$ cat config.mk
export PLATFORM = sky130hd
export DESIGN_NAME = tiny_fpga_cfg_ctrl
export DESIGN_NICKNAME = d
export VERILOG_FILES = /design/src/rtl/tiny_fpga_cfg_ctrl.sv
export SDC_FILE = /design/constraint.sdc
export NUM_CORES = 1
export LEC_CHECK = 0
export CORE_MARGIN = 3
export CORE_UTILIZATION = 49
export DETAILED_ROUTE_END_ITERATION = 6
export PLACE_DENSITY = 0.84
export SYNTH_ARGS = -nofsm -noshare
export SYNTH_HDL_FRONTEND = slang
export SYNTH_SLANG_ARGS = --single-unit
$ cat constraint.sdc
create_clock -name clk -period 3.8 [get_ports clk]
set_clock_uncertainty 0.2 [all_clocks]
set_input_delay 1.14 -clock clk [delete_from_list [all_inputs] [get_ports clk]]
set_output_delay 1.14 -clock clk [all_outputs]
set_load 0.005 [all_outputs]
$ cat src/rtl/tiny_fpga_cfg_ctrl.sv
// tiny_fpga_cfg_ctrl
// Configuration/run sequencer for the 2x2 tiny FPGA fabric. It takes a 1-bit
// AXI-stream bitstream and shifts it into the fabric configuration chain, one
// bit per cycle. It checks that the stream length matches CFG_BITS exactly.
// The fabric may only run on a complete, error-free configuration.
//
// Ports:
//   clk, rst          clock, synchronous active-high reset
//   cfg               level request to load a new configuration
//   run               level request to run the configured fabric
//   s_tvalid/s_tready/s_tdata/s_tlast   1-bit bitstream input
//   chain_clear       one-cycle pulse clearing the configuration chain
//   chain_shift_en    shift chain_shift_data into the chain this cycle
//   chain_shift_data  bit to shift
//   cfg_ready         fabric holds a complete valid configuration
//   cfg_error         last load failed the length check (sticky until CLEAR)
//   run_en            fabric run enable
//   bit_count         bits accepted in the current or last load (saturating)
//
// Handshake: a bit is transferred on any rising edge where s_tvalid and
// s_tready are both high. s_tready depends on state only, never on s_tvalid,
// and the bit appears on chain_shift_* exactly one cycle later.

module tiny_fpga_cfg_ctrl #(
  parameter int CFG_BITS = 96,
  parameter int CNT_W    = $clog2(CFG_BITS + 1)
) (
  input  logic             clk,
  input  logic             rst,
  input  logic             cfg,
  input  logic             run,
  input  logic             s_tvalid,
  output logic             s_tready,
  input  logic             s_tdata,
  input  logic             s_tlast,
  output logic             chain_clear,
  output logic             chain_shift_en,
  output logic             chain_shift_data,
  output logic             cfg_ready,
  output logic             cfg_error,
  output logic             run_en,
  output logic [CNT_W-1:0] bit_count
);

  typedef enum logic [2:0] {
    S_IDLE  = 3'd0,
    S_CLEAR = 3'd1,
    S_LOAD  = 3'd2,
    S_DONE  = 3'd3,
    S_READY = 3'd4,
    S_RUN   = 3'd5,
    S_ERROR = 3'd6
  } state_t;

  localparam logic [CNT_W-1:0] LAST_IDX = CNT_W'(CFG_BITS - 1);
  localparam logic [CNT_W-1:0] FULL_CNT = CNT_W'(CFG_BITS);

  state_t state;
  state_t state_nxt;
  logic   loaded;
  logic   hs;
  logic   at_last;
  logic   len_bad;

  assign hs      = s_tvalid & s_tready;
  assign at_last = (bit_count == LAST_IDX);
  // tlast before the final index is a short stream; a missing tlast on the
  // final index is a long stream. Either way the lengths disagree.
  assign len_bad = hs & (s_tlast ^ at_last);

  // State register
  always_ff @(posedge clk) begin
    if (rst) begin
      state <= S_IDLE;
    end else begin
      state <= state_nxt;
    end
  end

  // Next-state logic
  always_comb begin
    state_nxt = state;
    case (state)
      S_IDLE: begin
        if (cfg) state_nxt = S_CLEAR;
      end
      S_CLEAR: begin
        state_nxt = cfg ? S_LOAD : S_IDLE;
      end
      S_LOAD: begin
        // Abort wins over any length verdict reached in the same cycle.
        if (!cfg) begin
          state_nxt = S_IDLE;
        end else if (hs && s_tlast && at_last) begin
          state_nxt = S_DONE;
        end else if (len_bad) begin
          state_nxt = S_ERROR;
        end
      end
      S_DONE: begin
        state_nxt = S_READY;
      end
      S_READY: begin
        if (cfg) begin
          state_nxt = S_CLEAR;
        end else if (run) begin
          state_nxt = S_RUN;
        end
      end
      S_RUN: begin
        // cfg is deliberately ignored: reconfiguration needs run to drop first.
        if (!run) state_nxt = S_READY;
      end
      S_ERROR: begin
        if (!cfg) state_nxt = S_IDLE;
      end
      default: state_nxt = S_IDLE;
    endcase
  end

  // Output decode (state only)
  always_comb begin
    s_tready    = (state == S_LOAD);
    chain_clear = (state == S_CLEAR);
    cfg_ready   = ((state == S_READY) || (state == S_RUN)) && loaded;
    run_en      = (state == S_RUN);
  end

  // Datapath registers: counter, flags and the one-cycle shift stage.
  always_ff @(posedge clk) begin
    if (rst) begin
      bit_count        <= '0;
      loaded           <= 1'b0;
      cfg_error        <= 1'b0;
      chain_shift_en   <= 1'b0;
      chain_shift_data <= 1'b0;
    end else begin
      chain_shift_en   <= hs;
      chain_shift_data <= hs ? s_tdata : 1'b0;

      if (state == S_CLEAR) begin
        bit_count <= '0;
      end else if (hs && (bit_count != FULL_CNT)) begin
        bit_count <= bit_count + CNT_W'(1);
      end

      if (state == S_CLEAR) begin
        loaded <= 1'b0;
      end else if (state == S_DONE) begin
        loaded <= 1'b1;
      end

      if (state == S_CLEAR) begin
        cfg_error <= 1'b0;
      end else if ((state == S_LOAD) && cfg && len_bad) begin
        cfg_error <= 1'b1;
      end
    end
  end

endmodule
==> metrics, run 1 <==
clock root cell clkbuf_4; TritonCTS buffer count 3; ys flop type dfxtp_1; synth warn 0; Rows 13; Seq/Total Area, Yosys between 30% and 40%; post-route cell area 972 um2; final wirelength around 1800 um; DRC Markers 0; Fmax achieved around 0.32 GHz; drt first pass iters 4; worst reg2reg path depth 4; clock-pin slew on the worst setup and hold paths ~0.080 ns; synth top area cells dfxtp_1 38%, nor2_1 5.6%, xor2_1 4.7%; reg2reg setup slack between 1.5 and 2 ns; Hold Crit Class register to register; full die area 0.00202 mm2; first-pass GRT wire length 2860 um; RSZ-0062 raised after global routing no; average wire per standard cell 14.6 um; minimum clock period 3.11 ns; relative slew slack 64.4%; Post-synth top cells 14 x dfxtp_1, 11 x nor2_1, 6 x nand2_1, 5 x and3_1; status finished, final reports clean; Critical Path Source state[0]; Cells after Synth 86; # setup viols final 0; largest net degree at the start of global routing 12; Slew Limit Fails 0; Final Cycle Share 81.9%; maxcap violations 0; via count approximately 700; pwr dens 315 mW/mm2; Layout Nets approximately 120; startpoint types register; Crit Path Max Fanout 11; vias in the first global route 625; Netlist cell types 34; Worst setup endpoint chain_clear; CTS Buffer Depth 2; number of hold buffers added after CTS 0; Post-DRT Antenna Nets 0; Critical Path RT 2.46 ns; Worst R2R Start state[1]; Chip Height 44.9 um; Total Routing Usage GR about a fifth; number of synthesized flops with an enable pin 0; Critical Path Sink Type output pin; final hold vios 0; clk_lat worst skew 0.28 ns; syn nets 95; vias per cell 5.70; largest area contributor in the netlist dfxtp_1; ratio of cells with drive above 1 in the final layout roughly 5.7%; Final Core Density 71.2%; total grt overflow 0; post-CTS setup buffers 0; TritonCTS clock tree yes; initial antenna violation count 0; core area 0.00137 mm2; CTS-repair resized insts 0; area grow syn2layout 31.0%; Port-buffer cells 20; Peak VDD IR 0.000438 V; static leakage 0.372 nW; r2r endpoint state[2]; dpl cells ~120; syn avg cell area 8.63 um2; top-area cell type share of the netlist area a little under two fifths; FF+latch count, synth 14; n_diodes 0; Synth Cell Area 742 um2; Clock Sinks 14; ys async rst share 0%; actual slew at the worst max-slew pin approximately 0.53 ns; # IOs 21; Sum Neg Setup Slack 0 ns; Post-Layout Cell Count 121; Starting Density 54.3%; DP HPWL 1290 um; Die W around 45 um; cell area after placement 936 um2; critical path data arrival time about 1.8 ns; Starting DRT DRC Count 15; most frequent cell after synthesis dfxtp_1; routability cong. 0.802; Crit Path Class register to output pin; CTS HTree Levels 1
[worst max-delay path: stages, from the launching register on]
cell and delay [ns]:
dfxtp_1 0.56, nor3b_1 0.36, clkdlybuf4s50_1 0.58
[power by group]
part	internal, mW	switching [mW]
registers	0.150	0.00963
clock network	0.0583	0.0460
logic	0.0220	0.0195
total	0.231	0.0751
[stage by stage]
stage          hold slack, ns  worst slack (ns)  total power [mW]
2_1_floorplan           0.249              1.59             0.187
3_3_place_gp            0.250             0.967             0.203
3_5_place_dp            0.253             0.950             0.204
4_1_cts                 0.280             0.699             0.308
5_1_grt                 0.324             0.584             0.319
6_report                0.268             0.689             0.306
[logic make-up after synthesis]
| logic type | share of synthesized area (%) |
|---|---|
| buffers and inverters | 5.90 |
| adders and majority gates | 3.37 |
| AOI/OAI and AO/OA | 12.5 |
| and+or+nand+nor | 32.0 |
| muxes | 1.35 |
| xor gates and xnor gates | 7.08 |
| DFF | 37.8 |
[sequential cells by signal, indices dropped and copies added, names as in the netlist]
signal / cells
state: 3
loaded: 1
chain_shift_data: 1
chain_shift_en: 1
cfg_error: 1
bit_count: 7
[cell usage in the layout (no fill, tap or decap)]
| cell type | count |
|---|---|
| xnor2_1 | 2 |
| nor3b_1 | 2 |
| inv_1 | 4 |
| o31ai_1 | 1 |
| dfxtp_1 | 14 |
| and2_1 | 1 |
| nor2_1 | 11 |
| o21ai_0 | 3 |
| nand4_1 | 3 |
| nand2_1 | 6 |
| and3_1 | 5 |
| o21ai_1 | 1 |
| nor3_1 | 3 |
| a21bo_1 | 1 |
| mux2i_1 | 1 |
| inv_2 | 1 |
| a21oi_1 | 4 |
| nor4b_4 | 1 |
| and4bb_1 | 1 |
| nor4_1 | 1 |
| a221oi_1 | 1 |
| and4b_1 | 1 |
| xor2_1 | 4 |
| o41ai_1 | 1 |
| a2bb2oi_1 | 1 |
| and4_1 | 1 |
| or3_1 | 1 |
| nand2b_1 | 1 |
| ha_1 | 2 |
| clkdlybuf4s50_1 | 20 |
| nand3_1 | 1 |
| clkbuf_4 | 3 |
| nand4b_1 | 1 |
| a41oi_1 | 1 |
| clkbuf_8 | 1 |
[layout make-up]
cell class,count,area [um2]
Clock buffer,4,36.3
Fill cell,115,394
Inverter,5,18.8
Multi-Input combinational cell,63,418
Sequential cell,14,280
Tap cell,15,18.8
Timing Repair Buffer,20,200
[routing by layer]
metal  vias to the layer above  routed length (um)  track usage, %  share of wire, %
li1                        346                   -               -                 -
met1                       324                 749            24.3                42
met2                        18                 911            33.5                52
met3                         2                  90            7.17               5.1
met4                         0                  13            3.51              0.74
met5                         -                   0               0                 0
[how the worst min path moves through the flow]
stage	startpoint	end	cells after the start
6_report	cfg_error	cfg_error	2
5_1_grt	cfg_error	cfg_error	2
4_1_cts	cfg_error	cfg_error	2
3_5_place_dp	cfg_error	cfg_error	2
3_3_place_gp	cfg_error	cfg_error	2
2_1_floorplan	cfg_error	cfg_error	2
(Power assumes the default switching activity.)
==> run 2: changes to the inputs <==
--- a/config.mk
+++ b/config.mk
@@ -6,9 +6,9 @@
 export NUM_CORES = 1
 export LEC_CHECK = 0
 export CORE_MARGIN = 3
-export CORE_UTILIZATION = 49
+export CORE_UTILIZATION = 41
 export DETAILED_ROUTE_END_ITERATION = 6
-export PLACE_DENSITY = 0.84
+export PLACE_DENSITY = 0.75
 export SYNTH_ARGS = -nofsm -noshare
 export SYNTH_HDL_FRONTEND = slang
 export SYNTH_SLANG_ARGS = --single-unit
==> constraint.sdc (replaced) <==
create_clock -name clk -period 2.5 [get_ports clk]
set_clock_uncertainty 0.2 [all_clocks]
set_input_delay 0.75 -clock clk [delete_from_list [all_inputs] [get_ports clk]]
set_output_delay 0.75 -clock clk [all_outputs]
set_load 0.005 [all_outputs]
==> run 2 against run 1 <==
Routed wire length decreased by 9.3%. Utilization fell by 6.7 points. Total power rose by 58%. Clock power up 59%. Clock-buffer cell count unchanged. Final cell count rose by 12%. First-iteration DRC count shrank 20%. Via count down 0.14%. Worst setup slack got worse by 0.60 ns. Sequential power rose by 47%. Die area rose by 17%. Critical path type unchanged. Critical endpoint is now run_en. Largest power group unchanged.
==> metrics, run 2 (same netlist as run 1, synthesis figures left out) <==
Largest regs bit_count: 7 flops, state: 3 flops; Rows 14 (+1); Critical Path, Cell by Cell buf_6, and3_1, clkdlybuf4s50_1; Sum Neg Setup Slack 0 ns (unchanged); Hold Crit Class register to register; clock-pin slew on the worst setup and hold paths 0.08 ns (about the same); vias in the first global route 621 (-0.64%); critical path data arrival time 1.46 ns (-0.31 ns); clock root cell clkbuf_4; Worst Path Buf+Inv 2 (+1); DP HPWL 1200 um (-6.9%); TritonCTS clock tree yes; number of hold buffers added after CTS 0 (unchanged); CP peak stage delay 0.50 ns (-0.08 ns); Layout Nets 122 (+5.2%); full die area 0.00236 mm2 (+17%); TritonCTS buffer count 3 (unchanged); Starting DRT DRC Count 12 (-3); CTS Buffer Depth 2 (unchanged); reg2reg setup slack 0.73 ns (-1.23 ns); total grt overflow 0 (unchanged); r2r endpoint bit_count[2]; FILL cells 145 (+26%); most frequent cells in the layout 20 x clkdlybuf4s50_1, 13 x dfxtp_1, 11 x nor2_1, 6 x nand2_1; Die W 48.5 um (+8.1%); hold path depth 2 (unchanged); largest net degree at the start of global routing 11 (-1); area grow syn2layout 40.0%; status finished, final reports clean; static leakage 0.409 nW (+9.8%); initial antenna violation count 0 (unchanged); number of flip-flops in the largest register 7 (unchanged); Port-buffer cells 20 (unchanged); actual slew at the worst max-slew pin 0.512 ns (-0.0173 ns); Clock Sinks 14 (unchanged); average wire per standard cell 11.8 um (-19%); Starting Density 46.0% (-8.3 points); DRC Markers 0 (unchanged); Slew Limit Fails 0 (unchanged); routability cong. 0.809 (+0.95%); ratio of cells with drive above 1 in the final layout 12.5% (+6.8 points); Peak VDD IR 0.000362 V (-17%); # IOs 21 (unchanged); worst hold start cfg_error; # setup viols final 0 (unchanged); Worst R2R Start state[2]; worst reg2reg path depth 5 (+1); first-pass GRT wire length 2790 um (-2.7%); pwr dens 465 mW/mm2 (+48%); Total Routing Usage GR 15.4% (-4.3 points); most common cell after layout, fill and taps aside clkdlybuf4s50_1; vias per cell 5.07 (-11%); hold endpoint cfg_error; clk_lat worst skew 0.29 ns (about the same); relative slew slack 65.6% (+1.2 points); Hold WS 0.274 ns (+0.00628 ns); Final Cycle Share around 97%; Top reg by flops bit_count; via count 689 (-0.14%); drt first pass iters 4 (unchanged); Chip Height 48.5 um (+8.1%); register area 282 um2 (+0.45%); minimum clock period 2.41 ns; core area 0.00161 mm2 (+18%); Crit Path Class register to output pin; CTS HTree Levels 1 (unchanged); n_diodes 0 (unchanged); RSZ-0062 raised after global routing no; maxcap violations 0 (unchanged); Critical Path Sink Type output pin; Multi-input gate area 423 um2 (+1.2%); Slowest cell on crit path clkdlybuf4s50_1; Fmax achieved a little over 0.4 GHz; Final Core Density 64.4% (-6.7 points); Crit Path Max Fanout 10 (-1); final hold vios 0 (unchanged); startpoint types register; Post-DRT Antenna Nets 0 (unchanged); Critical Path RT 1.55 ns (-0.91 ns); final wirelength 1600 um (-9.3%); CP delay by family, top buffers and inverters
## run 2: worst max path at each step
stage / from / to / slack (ns) / depth (start not counted)
after floorplan: s_tvalid / bit_count[2] / 0.68 / 5
after global placement: s_tvalid / bit_count[2] / 0.11 / 5
after detailed placement: s_tvalid / bit_count[2] / 0.04 / 5
after CTS: state[1] / s_tready / 0.03 / 3
after global routing: state[2] / chain_clear / 0.007 / 2
final: state[0] / run_en / 0.09 / 3
## run 2: routing by layer
metal | vias to the layer above | track usage [%] | wire length [um]
li1 | 359 | - | -
met1 | 315 | 19.2 | 779
met2 | 13 | 22.9 | 722
met3 | 2 | 6.75 | 81
met4 | 0 | 7.11 | 19
met5 | - | 0 | 0
## run 2: worst min-delay path: cells and delay by family (launching register included)
kind / cells / cell delay [ns]
flip-flops: 1 / 0.34
AND/OR/NAND/NOR: 1 / 0.05
AO/OA/AOI/OAI: 1 / 0.06
## run 2: metrics by stage
step	setup slack, ns	power (mW)	instances	area, um2
after detailed placement	0.0421	0.319	132	992
after floorplan	0.684	0.284	86	742
after global routing	0.00736	0.510	136	1040
final	0.0864	0.483	136	1040
after CTS	0.0327	0.483	136	1030
after global placement	0.112	0.318	132	992
## run 2: repair_timing
action / CTS / global route
setup endpoints to repair: 1 / 2
setup buffers: 0 / 0
gates resized for setup: 1 / 2
pin swaps: 0 / 0
## run 2: report_power, final
| group | switching, mW | internal (mW) |
|---|---|---|
| Sequential | 0.00621 | 0.229 |
| Clock | 0.0767 | 0.0888 |
| Combinational | 0.0396 | 0.0430 |
| Total | 0.123 | 0.361 |
## run 2: cell type report
type                            count  share of cell area [%]
Clock buffer                        4                    3.49
Sequential cell                    14                    27.1
Tap cell                           24                    2.89
Multi-Input combinational cell     63                    40.7
Inverter                            5                    1.81
Timing Repair Buffer               26                    24.0
==> patch: new RTL, settings of run 2 <==
`CFG_BITS`: 96 -> 192.
--- a/src/rtl/tiny_fpga_cfg_ctrl.sv
+++ b/src/rtl/tiny_fpga_cfg_ctrl.sv
@@ -24,3 +24,3 @@
 module tiny_fpga_cfg_ctrl #(
-  parameter int CFG_BITS = 96,
+  parameter int CFG_BITS = 192,
   parameter int CNT_W    = $clog2(CFG_BITS + 1)
Interface: changed (resized bit_count); port bits go from 21 to 22. The function was not compared with the original's and may differ.
==> patch against run 2 <==
- worst hold slack improved by 40 ps
- design area is 5.2% higher
- combinational power down 50%
- largest cell class unchanged
- sequential cell count increased by 1
- synthesized area rose by 12%
- setup slack better by 4.4 ps
- power shrank 12%
- largest power group unchanged
- critical path type unchanged
- routed wire length increased by 4.5%
==> patch: results (changes against run 2) <==
Yosys
  • Synth Area in Compound Gates: 12.8% (+0.32 points)
  • Post-synthesis mux area share: 1.20% (-0.14 points)
  • Sequential fraction of the synthesis area: 36.1% (-1.6 points)
  • Synth Area in Adders: 3.01% (-0.36 points)
  • Warnings, synthesis: 0 (unchanged)
  • Synth top cells by count: dfxtp_1, nor2_1, xor2_1
  • Top cells by area, synth: dfxtp_1, xor2_1, nor2_1, ha_1, nand4b_4
  • Net Count, Synth: 95 (unchanged)
  • Synth cell types: 42 (+24%)
  • Post-Synth XOR/XNOR Area: 6.33% (-0.76 points)

Timing
  • Actual slew at the worst max-slew pin: 394 ps (-118 ps)

Power
  • Peak supply drop: 390 uV (+7.9%)
  • P_leak: 0.000386 uW (-5.6%)
  • Internal: 327 uW (-9.3%)

GRT
  • First-pass GRT wire length: 2930 um (+5.0%)
  • Antenna violations before repair: 0 (unchanged)
  • Tot GR Track Use: 14.8% (-0.69 points)
  • Vias in the first global route: 697 (+12%)
  • Pin count of the biggest net entering global routing: 13 (+2)

Critical path
  • Delay of the slowest cell on the worst path: 540 ps (+40 ps)

Place
  • DP Area: 0.00105 sq mm (+6.2%)
  • PortBufs: 21 (+5.0%)
  • Final GP Congestion: 0.717 (-11%)
  • Placed Cells: 130 (-1.5%)
  • HPWL Detailed: 1310 um (+9.2%)

Drt
  • DR iter-0 viols: 7 (-5)
  • DRT Wirelength: 1670 um (+4.5%)
  • Routed wire per std cell: 12.5 um (+6.1%)
  • DR vias/cell: 5.24 (+3.4%)

Finish
  • Top flop regs: bit_count (8), state (3)
  • FILL cells: 168 (+16%)
  • Share of layout cells above drive strength 1: 16.5% (+4.0 points)
  • Final nets: 119 (-2.5%)

Min path
  • Min-delay worst type: reg -> reg

Clocking
  • Clock buffer depth: 2 (unchanged)

Status
  • Status: complete, no violations
==> patch: cell count changes in the layout (fill, tap and decap cells not counted), moves of 3 or more <==
cell / change
and3_1: -4
nand2_1: -4
buf_4: -3
nand3_1: +3
nor2_1: -3
==> patch: stage by stage <==
stage	setup WS, ps	util, %
finish	90.8	60.0
global route	22.5	60.0
CTS	7.17	59.8
floorplan	677	-
global placement	209	57.9
detailed placement	174	57.9
==> patch: power groups by stage <==
stage | logic, uW | clock network, uW | registers, uW
global route | 45.8 | 154 | 247
detailed placement | 40.6 | 0 | 252
floorplan | 24.4 | 0 | 249
CTS | 41.8 | 145 | 247
global placement | 40.0 | 0 | 251
finish | 41.6 | 138 | 246
==> patch: cell type report <==
class / instances / share of cell area [%]
flip-flops and latches: 15 / 28.1
well taps: 25 / 2.86
inverters: 4 / 1.37
multi-input cells: 63 / 44.7
clock buffers: 4 / 2.41
repair buffers: 23 / 20.6
==> patch: path summary, 6_finish.rpt <==
path	startpoint	endpoint	slack, ps	depth (start not counted)
setup / recovery	state[2]	chain_clear	90	2
hold / removal	bit_count[1]	bit_count[1]	310	2
setup reg to reg	bit_count[0]	bit_count[0]	880	6
hold reg to reg	bit_count[1]	bit_count[1]	310	2
==> patch: critical path: cells and delay by family (launching register included) <==
kind                   cells  cell delay, ps
flip-flops                 1             380
buffers and inverters      1             540
AND/OR/NAND/NOR            1             250
==> patch: layer usage <==
layer	track usage, %	share of wire, %	up-vias
li1	-	-	359
met5	0	0	-
met2	25.1	49	13
met3	5.83	6.1	2
met4	4.04	0.60	0
met1	17.0	44	328
==> patch: cell families (layout without fill, tap and decap cells) <==
kind of cell / after synthesis / count (layout)
xor+xnor: 6 / 6
fa+ha+maj: 2 / 2
mux: 1 / 1
buf+inv: 8 / 31
flops: 15 / 15
compound gates: 14 / 14
simple gates: 40 / 40
==> patch: timing repair <==
item / in CTS / in global routing
cloned: 0 / 0
setup buffers: 0 / 0
gates resized for setup: 3 / 2
hold endpoints to repair: 0 / 0
endpoints found under the setup margin: 2 / 3
